$ cat src/rtl/multicycle_sequencer_if.sv
// Control bus between the multicycle sequencer and its datapath/control decoder.
interface multicycle_sequencer_if #(
    parameter int STATE_W  = 4,
    parameter int RETIRE_W = 16
);
    logic [5:0]          opcode;
    logic                stall;
    logic                mem_ready;
    logic [STATE_W-1:0]  state;
    logic                instr_done;
    logic [RETIRE_W-1:0] retired;
    logic                trap;
    logic [1:0]          trap_cause;

    modport master (
        output opcode, stall, mem_ready,
        input  state, instr_done, retired, trap, trap_cause
    );
    modport slave (
        input  opcode, stall, mem_ready,
        output state, instr_done, retired, trap, trap_cause
    );
endinterface

$ cat src/rtl/multicycle_sequencer.sv
// Multicycle control FSM with stall, memory handshake, retire counter and sticky trap.
// Define CONTROL_TIMEOUT_EN to compile in the memory-wait watchdog (trap cause 10).
module multicycle_sequencer #(
    parameter int STATE_W        = 4,
    parameter int RETIRE_W       = 16,
    parameter int TIMEOUT_CYCLES = 16
) (
    input  logic                    clk,
    input  logic                    rst_n,
    multicycle_sequencer_if.slave   bus
);
    typedef enum logic [3:0] {
        S_IF = 4'd0, S_RF = 4'd1, S_ALU_R3 = 4'd2, S_ALU_RI3 = 4'd3, S_ALU4 = 4'd4,
        S_BRANCH3 = 4'd5, S_MEM3 = 4'd6, S_LOAD4 = 4'd7, S_LOAD5 = 4'd8,
        S_STORE4 = 4'd9, S_JUMP3 = 4'd10, S_IMM3 = 4'd11, S_TRAP = 4'd12
    } state_e;

    logic [STATE_W-1:0]  state_q, state_d;
    logic                instr_done_q, done_d;
    logic [RETIRE_W-1:0] retired_q;
    logic                trap_q, trap_d;
    logic [1:0]          cause_q, cause_d;
    logic                legal, is_mem, waiting;
    state_e              cur;

    assign legal   = (state_q <= STATE_W'(S_TRAP));
    assign cur     = state_e'(state_q[3:0]);
    assign is_mem  = legal && (cur == S_IF || cur == S_LOAD4 || cur == S_STORE4);
    assign waiting = is_mem && !bus.stall && !bus.mem_ready;

`ifdef CONTROL_TIMEOUT_EN
    localparam int WAIT_W = $clog2(TIMEOUT_CYCLES) + 1;
    logic [WAIT_W-1:0] wait_q, wait_d;
    logic              timeout;
    assign timeout = waiting && (wait_q == WAIT_W'(TIMEOUT_CYCLES - 1));
`endif

    always_comb begin
        state_d = state_q;
        cause_d = cause_q;
        done_d  = 1'b0;
        if (!legal) begin
            state_d = STATE_W'(S_TRAP);
            cause_d = 2'b11;
        end else if (cur != S_TRAP && !bus.stall) begin
            unique case (cur)
                S_IF:                state_d = bus.mem_ready ? STATE_W'(S_RF) : state_q;
                S_RF: begin
                    unique case (bus.opcode[5:3])
                        3'b000, 3'b001: state_d = STATE_W'(S_ALU_R3);
                        3'b010, 3'b011: state_d = STATE_W'(S_ALU_RI3);
                        3'b100:         state_d = STATE_W'(S_BRANCH3);
                        3'b101:         state_d = STATE_W'(S_MEM3);
                        3'b110:         state_d = (bus.opcode == 6'b110000) ? STATE_W'(S_JUMP3) : STATE_W'(S_TRAP);
                        default:        state_d = (bus.opcode == 6'b111000) ? STATE_W'(S_IMM3) : STATE_W'(S_TRAP);
                    endcase
                    if (state_d == STATE_W'(S_TRAP)) cause_d = 2'b01;
                end
                S_ALU_R3, S_ALU_RI3: state_d = STATE_W'(S_ALU4);
                S_MEM3:              state_d = bus.opcode[2] ? STATE_W'(S_STORE4) : STATE_W'(S_LOAD4);
                S_LOAD4:             state_d = bus.mem_ready ? STATE_W'(S_LOAD5) : state_q;
                S_STORE4: begin
                    state_d = bus.mem_ready ? STATE_W'(S_IF) : state_q;
                    done_d  = bus.mem_ready;
                end
                S_ALU4, S_BRANCH3, S_LOAD5, S_JUMP3, S_IMM3: begin
                    state_d = STATE_W'(S_IF);
                    done_d  = 1'b1;
                end
                default: state_d = state_q;
            endcase
`ifdef CONTROL_TIMEOUT_EN
            if (timeout) begin
                state_d = STATE_W'(S_TRAP);
                cause_d = 2'b10;
                done_d  = 1'b0;
            end
`endif
        end
        trap_d = (state_d == STATE_W'(S_TRAP));
    end

`ifdef CONTROL_TIMEOUT_EN
    // Counter freezes under stall and restarts whenever the state moves.
    always_comb begin
        wait_d = wait_q;
        if (state_d != state_q)  wait_d = '0;
        else if (waiting)        wait_d = wait_q + WAIT_W'(1);
        else if (!bus.stall)     wait_d = '0;
    end
`endif

    always_ff @(posedge clk or negedge rst_n) begin
        if (!rst_n) begin
            state_q      <= STATE_W'(S_IF);
            instr_done_q <= 1'b0;
            retired_q    <= '0;
            trap_q       <= 1'b0;
            cause_q      <= 2'b00;
`ifdef CONTROL_TIMEOUT_EN
            wait_q       <= '0;
`endif
        end else begin
            state_q      <= state_d;
            instr_done_q <= done_d;
            if (done_d) retired_q <= retired_q + RETIRE_W'(1);
            trap_q       <= trap_d;
            cause_q      <= cause_d;
`ifdef CONTROL_TIMEOUT_EN
            wait_q       <= wait_d;
`endif
        end
    end

    assign bus.state      = state_q;
    assign bus.instr_done = instr_done_q;
    assign bus.retired    = retired_q;
    assign bus.trap       = trap_q;
    assign bus.trap_cause = cause_q;
endmodule
$ cat src/flat_wrapper.sv
// flat-port wrapper written by rule: the top's interface ports become plain ports
module multicycle_sequencer_flat 
#(
    parameter int STATE_W        = 4,
    parameter int RETIRE_W       = 16,
    parameter int TIMEOUT_CYCLES = 16
)
  (clk, rst_n, bus_opcode, bus_stall, bus_mem_ready, bus_state, bus_instr_done, bus_retired, bus_trap, bus_trap_cause);
  multicycle_sequencer_if #(.STATE_W(STATE_W), .RETIRE_W(RETIRE_W)) bus_i ();
  input  logic clk;
  input  logic rst_n;
  input wire logic [$bits(bus_i.opcode)-1:0] bus_opcode;
  input wire logic [$bits(bus_i.stall)-1:0] bus_stall;
  input wire logic [$bits(bus_i.mem_ready)-1:0] bus_mem_ready;
  output wire logic [$bits(bus_i.state)-1:0] bus_state;
  output wire logic [$bits(bus_i.instr_done)-1:0] bus_instr_done;
  output wire logic [$bits(bus_i.retired)-1:0] bus_retired;
  output wire logic [$bits(bus_i.trap)-1:0] bus_trap;
  output wire logic [$bits(bus_i.trap_cause)-1:0] bus_trap_cause;
  assign bus_i.opcode = bus_opcode;
  assign bus_i.stall = bus_stall;
  assign bus_i.mem_ready = bus_mem_ready;
  assign bus_state = bus_i.state;
  assign bus_instr_done = bus_i.instr_done;
  assign bus_retired = bus_i.retired;
  assign bus_trap = bus_i.trap;
  assign bus_trap_cause = bus_i.trap_cause;
  multicycle_sequencer #(.STATE_W(STATE_W), .RETIRE_W(RETIRE_W), .TIMEOUT_CYCLES(TIMEOUT_CYCLES)) u_core (.clk(clk), .rst_n(rst_n), .bus(bus_i));
endmodule
$ cat config.mk
export PLATFORM = sky130hd
export DESIGN_NAME = multicycle_sequencer_flat
export DESIGN_NICKNAME = d
export VERILOG_FILES = /design/src/rtl/multicycle_sequencer_if.sv /design/src/rtl/multicycle_sequencer.sv /design/src/flat_wrapper.sv
export SDC_FILE = /design/constraint.sdc
export NUM_CORES = 1
export LEC_CHECK = 0
export ABC_AREA = 1
export CORE_ASPECT_RATIO = 0.5
export CORE_MARGIN = 4
export CORE_UTILIZATION = 43
export DETAILED_ROUTE_END_ITERATION = 12
export DONT_BUFFER_PORTS = 1
export PLACE_DENSITY = 0.67
export REMOVE_ABC_BUFFERS = 1
export SETUP_SLACK_MARGIN = 0.1
export SYNTH_ARGS = -nofsm -noshare
export SYNTH_HDL_FRONTEND = slang
export SYNTH_SLANG_ARGS = --single-unit
$ cat constraint.sdc
create_clock -name clk -period 3.5 [get_ports clk]
set_input_delay 0.175 -clock clk [delete_from_list [all_inputs] [get_ports clk]]
set_output_delay 0.175 -clock clk [all_outputs]
set_load 0.02 [all_outputs]
==> results_dict.tcl, run 1 <==
set metrics [dict create \
    detail_route.vias_per_cell 5.18 \
    die_x_um 91.0 \
    clock-sinks 24 \
    finalWirelength_um 3220 \
    synth_most_common_cell "nand2_1" \
    peakVddDrop_v 0.000296 \
    whs_ps 150 \
    grt_pass1_wl_um 5370 \
    power_density_mw_per_mm2 681 \
    synth_top_area_cell "dfrtp_1" \
    period_share_pct 47.7 \
    min_period_ps 1670 \
    grt_overflow 0 \
    postLayoutCellArea_mm2 0.00158 \
    endpoint_kind "flop" \
    rsz0062_at_grt "false" \
    setup_slack_ps 1830 \
    grt_max_degree 25 \
    hp-class "in2reg" \
    syn_inst 207 \
    min_to "u_core.bus.state[1]" \
    dr_total_vias 1296 \
    ys_ff_latch 24 \
    cts_tree "built" \
    final_util_pct 50.0 \
    ant_nets 0 \
    critPathKind "reg2reg" \
    ctsResizeCount 0 \
    synth_flop_cell "dfrtp_1" \
    dp_hpwl_um 2400 \
    fmax_ghz 0.599 \
    dieArea_mm2 0.00451 \
    r2r_setup_slack_ps 1830 \
    worstSetupStartpointType "flop" \
    ios 34 \
    synthArstFlopShare_pct 100 \
    hold_violations 0 \
    firstDrtPassIters 4 \
    slew_viol_final 0 \
    clock_latency_ps 270 \
    ys.warnings.count 0 \
    gp_congestion 0.868 \
    clk_pin_slew_ps 90 \
    syn_area_mm2 0.00148 \
    clock_skew_ps 6.10 \
    htree_levels 1 \
    fillers 324 \
    first_iter_violations 61 \
    postCtsHoldBufs 1 \
    setup_viol 0 \
    area_delta_synth_final_pct 6.24 \
    root_buffer "clkbuf_8" \
    p_leak_nw 0.789 \
    seq_area_frac_synth_pct 40.5 \
    antenna_found_initial 0 \
    synth_edf_count 0 \
    hold_start "bus_stall" \
    rr_worst_depth 7 \
    placed_cell_area_mm2 0.00151 \
    status "complete, no violations" \
    cts-buffers-inserted 3 \
    die_h_um 49.5 \
    place_ws_ps 1850 \
    num_rows 14 \
    insertedDiodeCount 0 \
    r2r_start "u_core.bus.state[2]" \
    portBuffers 0 \
    drive_gt1_share_pct 11.0 \
    worstPathArrival_ps 1830 \
    hold_path_depth 2 \
    cts_setup_buffers 0 \
    fin_tns_setup_ps 0 \
    synthTopCellsByCount "70 x nand2_1, 24 x dfrtp_1, 24 x inv_1" \
    maxCapViolCount 0 \
    wire_per_inst_um 12.9 \
    cts_max_path_buffers 2 \
    fin_nets 222 \
    r2r_end "u_core.bus.retired[13]" \
    synth_area_per_cell_um2 7.16 \
    worstPathMaxFanout 15 \
    core_area_mm2 0.00315 \
    synth.distinct_cells 24 \
    drc 0 \
    yosys-top-cells-area "dfrtp_1 41%, nand2_1 18%, inv_1 6.1%, nor2_1 5.6%, nand3_1 4.4%" \
    grt_util_all_layers_pct 14.7 \
    synth_top_area_share_pct 40.5 \
    grt_pass1_vias 1133 \
    required_ps 3660 \
    start_util_pct 47.0 \
    maxSlewHeadroom_pct 26.3 \
    tightestPinTransition_ps 1100 \
]
## per-stage QoR
stage / std cells / power, mW
final: 250 / 1.07
after global routing: 250 / 1.15
after CTS: 250 / 1.08
after detailed placement: 245 / 0.880
after global placement: 245 / 0.873
after floorplan: 205 / 0.798
## cell type report
class	instances	area (µm²)	share of cell area [%]
clock buffers	4	55.1	3.49
repair buffers	1	10.0	0.635
flip-flops and latches	24	601	38.1
inverters	28	105	6.67
well taps	40	50.0	3.18
multi-input cells	153	754	47.9
## per-layer routing
layer | global-route usage [%] | share of wire (%)
met1 | 19.2 | 46
met2 | 23.6 | 45
met3 | 5.78 | 8.9
met4 | 2.25 | 0.47
met5 | 0 | 0
## cell families (layout without fill, tap and decap cells)
| kind of cell | count (synthesis) | after routing | share of synthesized area [%] |
|---|---|---|---|
| compound gates | 16 | 16 | 7.60 |
| flops | 24 | 24 | 40.5 |
| simple gates | 128 | 128 | 37.7 |
| xor+xnor | 8 | 8 | 4.73 |
| fa+ha+maj | 1 | 1 | 0.844 |
| buf+inv | 30 | 33 | 8.61 |
## sequential cells by signal, indices dropped and copies added, names as in the netlist
register	count
u_core.bus.instr_done	1
u_core.bus.state	4
u_core.bus.retired	16
u_core.bus.trap_cause	2
u_core.bus.trap	1
## cells in the final DEF (no fill, tap or decap), types with 3 or more instances in the layout
cell      netlist  routed
o21ai_0         3       3
nand2_1        70      70
o21ai_2         7       7
inv_1          24      24
xor2_1          6       6
nand4_1         7       7
nor3_1          6       6
nor2_1         22      22
nand3_1        13      13
nor2_2          4       4
inv_2           4       4
dfrtp_1        24      24
clkbuf_8        0       4
## power breakdown
group / switching (mW) / internal [mW] / leakage (nW)
Combinational: 0.225 / 0.113 / 0.450
Clock: 0.0882 / 0.101 / 0.0288
Sequential: 0.196 / 0.349 / 0.310
Total: 0.510 / 0.563 / 0.789
## critical path: stages, from the launching register on
cell and delay (ps):
dfrtp_1 570, nand2_2 160, o21ai_2 210, inv_2 80, nand2_4 180, inv_2 180, nand2_1 120, o21ai_2 50
## worst max-delay path by stage
stage / from / endpoint
detailed placement: u_core.bus.state[2] / u_core.bus.retired[14]
floorplan: u_core.bus.state[2] / u_core.bus.retired[11]
finish: u_core.bus.state[2] / u_core.bus.retired[13]
global placement: u_core.bus.state[2] / u_core.bus.retired[14]
CTS: u_core.bus.state[2] / u_core.bus.retired[13]
global route: u_core.bus.state[2] / u_core.bus.retired[13]
(Power assumes the default switching activity.)
==> inputs of run 2 (changes only) <==
- ABC_AREA: 1 -> 0
- clock period: 3.5 -> 1.75 ns (I/O delays scaled with it)
==> run 2 against run 1 <==
The run now ends with negative hold slack, negative setup slack left; via count shrank 27%; sequential share of layout area grew 1.1 points; clock-buffer cell count shrank 1; synthesized area shrank 13%; non-clock buffer count grew 18; core utilization grew 6.1 points; die area shrank 11%; fmax shrank 7.6%; worst setup slack lost 1900 ps; synthesized cell count shrank 43%; design area shrank 2.7%; register-to-register slack lost 1900 ps; critical endpoint is now u_core.bus.retired[1]; largest power group is now combinational cells.
==> results_dict.tcl, run 2 <==
set metrics [dict create \
    setup_viol 10 \
    dr_total_vias 951 \
    synthArstFlopShare_pct 100 \
    dieArea_mm2 0.00400 \
    core_area_mm2 0.00273 \
    tightestPinTransition_ps 1050 \
    synthTopCellsByCount "24 x dfrtp_1, 13 x xnor2_1, 9 x nand2_1, 9 x nand4_1" \
    grt_max_degree 25 \
    synth_top_area_share_pct 46.4 \
    placed_cells 161 \
    intPower_mw 1.30 \
    die_h_um 46.8 \
    antenna_found_initial 0 \
    synth_edf_count 0 \
    cts_tree "built" \
    dp_hpwl_um 1880 \
    use_met3_pct 5.25 \
    sw_frac_of_total_pct 41.4 \
    status "finished, violations left" \
    drive_gt1_share_pct 25.9 \
    clock_skew_ps 1.53 \
    synth_area_per_cell_um2 11.0 \
    finalWirelength_um 2790 \
    clock_latency_ps 260 \
    start_util_pct 47.3 \
    period_share_pct 103 \
    grt_pass1_wl_um 4520 \
    synth.distinct_cells 37 \
    required_ps 1900 \
    min_period_ps 1810 \
    met2_usage_pct 26.1 \
    power_frac_comb_pct 47.6 \
    grt_pass1_vias 931 \
    largest_reg_flops 16 \
    violations "negative hold slack, negative setup slack" \
    first_iter_violations 30 \
    rsz0062_at_grt "true" \
    grt.busiest_layer "met2" \
    worstSetupStartpointType "flop" \
    worstPathMaxFanout 8 \
    hp-class "in2reg" \
    layout_commonest_cell "dfrtp_1" \
    clock-sinks 24 \
    htree_levels 1 \
    ys_ff_latch 24 \
    final_cells 172 \
    hold_violations 2 \
    cts-buffers-inserted 3 \
    clk_pin_slew_ps 80 \
    maxCapViolCount 0 \
    wire_per_inst_um 16.2 \
    setup_slack_ps -55.1 \
    num_rows 13 \
    yosys-top-cells-area "dfrtp_1 46%, xnor2_1 8.8%, nand3_2 4.6%, nand4_1 4.4%, nand2_1 2.6%" \
    endpoint_kind "flop" \
    worstPathArrival_ps 1960 \
    portBuffers 0 \
    slew_viol_final 0 \
    syn_area_mm2 0.00129 \
    grt_overflow 0 \
    p_leak_nw 0.655 \
    placed_cell_area_mm2 0.00137 \
    power_frac_clock_pct 14.5 \
    synth_most_common_cell "dfrtp_1" \
    area_delta_synth_final_pct 18.5 \
    seq_area_frac_synth_pct 46.4 \
    peakVddDrop_v 0.000582 \
    critPathKind "reg2reg" \
    firstDrtPassIters 4 \
    ys.warnings.count 0 \
    maxSlewHeadroom_pct 29.7 \
    die_x_um 85.6 \
    use_met1_pct 18.0 \
    layout_common_cells "24 x dfrtp_1, 12 x xnor2_1, 11 x buf_4" \
    postLayoutCellArea_mm2 0.00153 \
    cts_max_path_buffers 2 \
    gp_congestion 0.829 \
    detail_route.vias_per_cell 5.53 \
    fin_nets 148 \
    syn_inst 118 \
    seqPwrFrac_pct 38.0 \
    synth_top_area_cell "dfrtp_1" \
    power_density_mw_per_mm2 1450 \
    ant_nets 0 \
    grt_util_all_layers_pct 14.8 \
    fmax_ghz 0.554 \
    ios 34 \
    drc 0 \
    synth_flop_cell "dfrtp_1" \
    root_buffer "clkbuf_8" \
    whs_ps -73.3 \
    p_switching_mw 0.921 \
    insertedDiodeCount 0 \
    postCtsHoldBufs 2 \
]
==> run 2: changes by cell type after synthesis, moves of 5 or more <==
cell,previous run,this run
nand2_1,70,9
inv_1,24,3
nor2_1,22,6
xnor2_1,2,13
nand3_1,13,5
o21ai_2,7,0
nand3_2,0,6
xor2_1,6,1
==> run 2: final timing paths <==
path	startpoint	to	slack (ps)	cells after the start
setup / recovery	u_core.bus.state[3]	u_core.bus.retired[1]	-60	5
hold / removal	bus_stall	u_core.bus.state[2]	-70	1
setup reg to reg	u_core.bus.state[3]	u_core.bus.retired[1]	-60	5
hold reg to reg	u_core.bus.retired[15]	u_core.bus.retired[15]	600	1
max in group asynchronous	rst_n	u_core.bus.instr_done	660	1
min in group asynchronous	rst_n	u_core.bus.retired[7]	460	1
==> run 2: area by class of cell <==
class / count / area, µm²
fill: 228 / 1200
multi-input combinational: 86 / 647
sequential: 24 / 601
timing repair buffer: 19 / 186
tap: 37 / 46.3
clock buffer: 3 / 41.3
inverter: 3 / 11.3
==> run 2: what timing repair did <==
item                                    4_1_cts  5_1_grt
gates cloned                                  0        2
pin swaps                                     2        3
resized for setup                             2        3
endpoints found under the setup margin       16       16
hold endpoints to repair                     26        2
buffers inserted                              2        2
==> run 2: cells by family (layout without fill, tap and decap cells) <==
logic type / count (synthesis) / in the layout / share of synthesized area [%]
mux: 4 / 4 / 3.29
compound gates: 17 / 17 / 10.3
fa+ha+maj: 1 / 1 / 0.967
flops: 24 / 24 / 46.4
simple gates: 49 / 49 / 23.5
xor+xnor: 15 / 15 / 10.7
buf+inv: 8 / 25 / 4.74
==> run 2: power groups by stage <==
stage	clock network (mW)	logic, mW	registers, mW
detailed placement	0	0.832	0.857
floorplan	0	0.431	1.00
finish	0.321	1.06	0.844
CTS	0.332	0.934	0.850
global route	0.351	1.16	0.859
global placement	0	0.820	0.853
==> run 2: worst max-delay path, stage by stage (launching register included) <==
cell	delay, ps
dfrtp_1	400
buf_6	150
or4b_4	530
o41ai_4	100
buf_12	190
mux2_2	320
==> run 2: routing by layer <==
| metal | up-vias | routed length (µm) |
|---|---|---|
| met5 | - | 0 |
| met4 | 0 | 26 |
| met3 | 4 | 180 |
| met2 | 31 | 1400 |
| met1 | 451 | 1190 |
| li1 | 465 | - |
==> run 2: stage by stage <==
| step | hold slack [ps] | power [mW] | utilization [%] | setup slack (ps) | setup TNS, ps |
|---|---|---|---|---|---|
| 2_1_floorplan | -208 | 1.44 | - | -280 | -3260 |
| 4_1_cts | -74.5 | 2.12 | 53.8 | -64.1 | -172 |
| 5_1_grt | -64.6 | 2.37 | 56.1 | -101 | -1000 |
| 3_5_place_dp | -208 | 1.69 | 50.2 | -240 | -2270 |
| 6_report | -73.3 | 2.22 | 56.1 | -55.1 | -289 |
| 3_3_place_gp | -208 | 1.67 | 50.2 | -155 | -1530 |
==> inputs of run 3 (changes only) <==
- SETUP_SLACK_MARGIN: 0.1 -> 0.3
==> run 3 against run 2 <==
The run still ends with negative hold slack, negative setup slack left; register-to-register slack is essentially flat; fmax shrank 0.18%; hold slack gained 7.3 ps; core utilization grew 0.60 points; global-route usage shrank 0.20 points; clock skew grew 0.66 ps; non-clock buffer count shrank 1; sequential share of layout area shrank 0.41 points; die area is the same.
==> results_dict.tcl, run 3 (same netlist as run 2, synthesis figures left out) <==
set metrics [dict create \
    hold_path_depth 1 \
    worstPathArrival_ps 1960 \
    period_share_pct 103 \
    ios 34 \
    grt_pass1_vias 925 \
    status "finished, violations left" \
    placed_cells 161 \
    clock_latency_ps 260 \
    power_density_mw_per_mm2 1450 \
    grt_max_degree 25 \
    root_buffer "clkbuf_8" \
    tightestPinTransition_ps 1060 \
    setup_viol 11 \
    cts_max_path_buffers 2 \
    drive_gt1_share_pct 28.4 \
    p_leak_nw 0.666 \
    insertedDiodeCount 0 \
    setup_slack_ps -58.3 \
    maxSlewHeadroom_pct 29.1 \
    violations "negative hold slack, negative setup slack" \
    peakVddDrop_v 0.000605 \
    final_util_pct 56.7 \
    clk_pin_slew_ps 80 \
    area_delta_synth_final_pct 19.7 \
    required_ps 1900 \
    num_rows 13 \
    dr_total_vias 958 \
    slew_viol_final 0 \
    ant_nets 0 \
    fillers 225 \
    start_util_pct 47.3 \
    rsz0062_at_grt "true" \
    first_iter_violations 33 \
    wire_per_inst_um 16.7 \
    maxCapViolCount 0 \
    cts_tree "built" \
    cts-buffers-inserted 3 \
    firstDrtPassIters 4 \
    antenna_found_initial 0 \
    endpoint_kind "flop" \
    postCtsHoldBufs 1 \
    dp_hpwl_um 1880 \
    largest_reg_flops 16 \
    fin_nets 147 \
    core_area_mm2 0.00273 \
    min_period_ps 1810 \
    worstSetupStartpointType "flop" \
    die_h_um 46.8 \
    clock-sinks 24 \
    finalWirelength_um 2860 \
    fmax_ghz 0.553 \
    fin_tns_setup_ps -339 \
    grt_overflow 0 \
    dieArea_mm2 0.00400 \
    hp-class "in2reg" \
    portBuffers 0 \
    detail_route.vias_per_cell 5.60 \
    grt_util_all_layers_pct 14.6 \
    layout_commonest_cell "dfrtp_1" \
    worstPathMaxFanout 8 \
    rr_worst_depth 5 \
    drc 0 \
    hold_violations 1 \
    die_x_um 85.6 \
    clock_skew_ps 2.19 \
    htree_levels 1 \
    layout_common_cells "24 x dfrtp_1, 11 x xnor2_1, 10 x buf_4" \
    grt_pass1_wl_um 4450 \
    whs_ps -65.9 \
    gp_congestion 0.829 \
    final_cells 171 \
    critPathKind "reg2reg" \
]
## run 3: changes by cell type in the layout (fill, tap and decap cells not counted)
cell / change
buf_6: +1
nand3_4: +1
nand3_2: -1
nor3b_1: -1
buf_4: -1
dlygate4sd3_1: -1
nor2b_1: -1
nor2b_2: +1
a21boi_0: -1
nor3b_2: +1
xnor2_2: +1
xnor2_1: -1
a21boi_1: +1
## run 3: area by class of cell
type	count	area [µm²]	share of cell area, %
clock buffer	3	41.3	2.67
timing repair buffer	18	180	11.6
inverter	3	11.3	0.727
sequential	24	601	38.8
tap	37	46.3	2.99
multi-input combinational	86	669	43.2
## run 3: what timing repair did
action	in CTS	in global routing
endpoints found under the setup margin	18	21
endpoints found under the hold margin	26	2
buffers inserted	2	2
pin swaps	2	4
gates cloned	0	2
gates resized for setup	3	8
## run 3: path summary, 6_finish.rpt
| kind | startpoint | to | slack [ps] |
|---|---|---|---|
| min | bus_stall | u_core.bus.state[2] | -70 |
| min reg2reg | u_core.bus.retired[15] | u_core.bus.retired[15] | 600 |
| min in group asynchronous | rst_n | u_core.bus.trap | 460 |
| max in group asynchronous | rst_n | u_core.bus.state[2] | 650 |
| max reg2reg | u_core.bus.state[3] | u_core.bus.retired[1] | -60 |
| max | u_core.bus.state[3] | u_core.bus.retired[1] | -60 |
## run 3: where the power goes
group          leakage, nW  internal, mW  total [mW]  switching [mW]
clock network       0.0216         0.154       0.320           0.166
registers            0.315         0.680       0.848           0.168
logic                0.330         0.475        1.08           0.605
total                0.666          1.31        2.25           0.939
## run 3: worst max-delay path, stage by stage (launching register included)
cell,delay [ps]
dfrtp_1,400
buf_6,150
or4b_4,530
o41ai_4,100
buf_12,190
mux2_2,320
## run 3: per-stage QoR
step / worst slack [ps] / power, mW / instance area, µm² / hold WS (ps)
2_1_floorplan: -280 / 1.44 / 1240 / -208
3_3_place_gp: -155 / 1.67 / 1370 / -208
3_5_place_dp: -240 / 1.69 / 1370 / -208
4_1_cts: -64.1 / 2.11 / 1460 / -74.5
5_1_grt: -104 / 2.39 / 1550 / -64.8
6_report: -58.3 / 2.25 / 1550 / -65.9
## run 3: layer usage
| layer | up-vias | track usage [%] | wire [µm] |
|---|---|---|---|
| li1 | 468 | - | - |
| met1 | 457 | 17.5 | 1190 |
| met2 | 29 | 26.1 | 1460 |
| met3 | 4 | 5.25 | 188 |
| met4 | 0 | 3.79 | 26 |
| met5 | - | 0 | 0 |
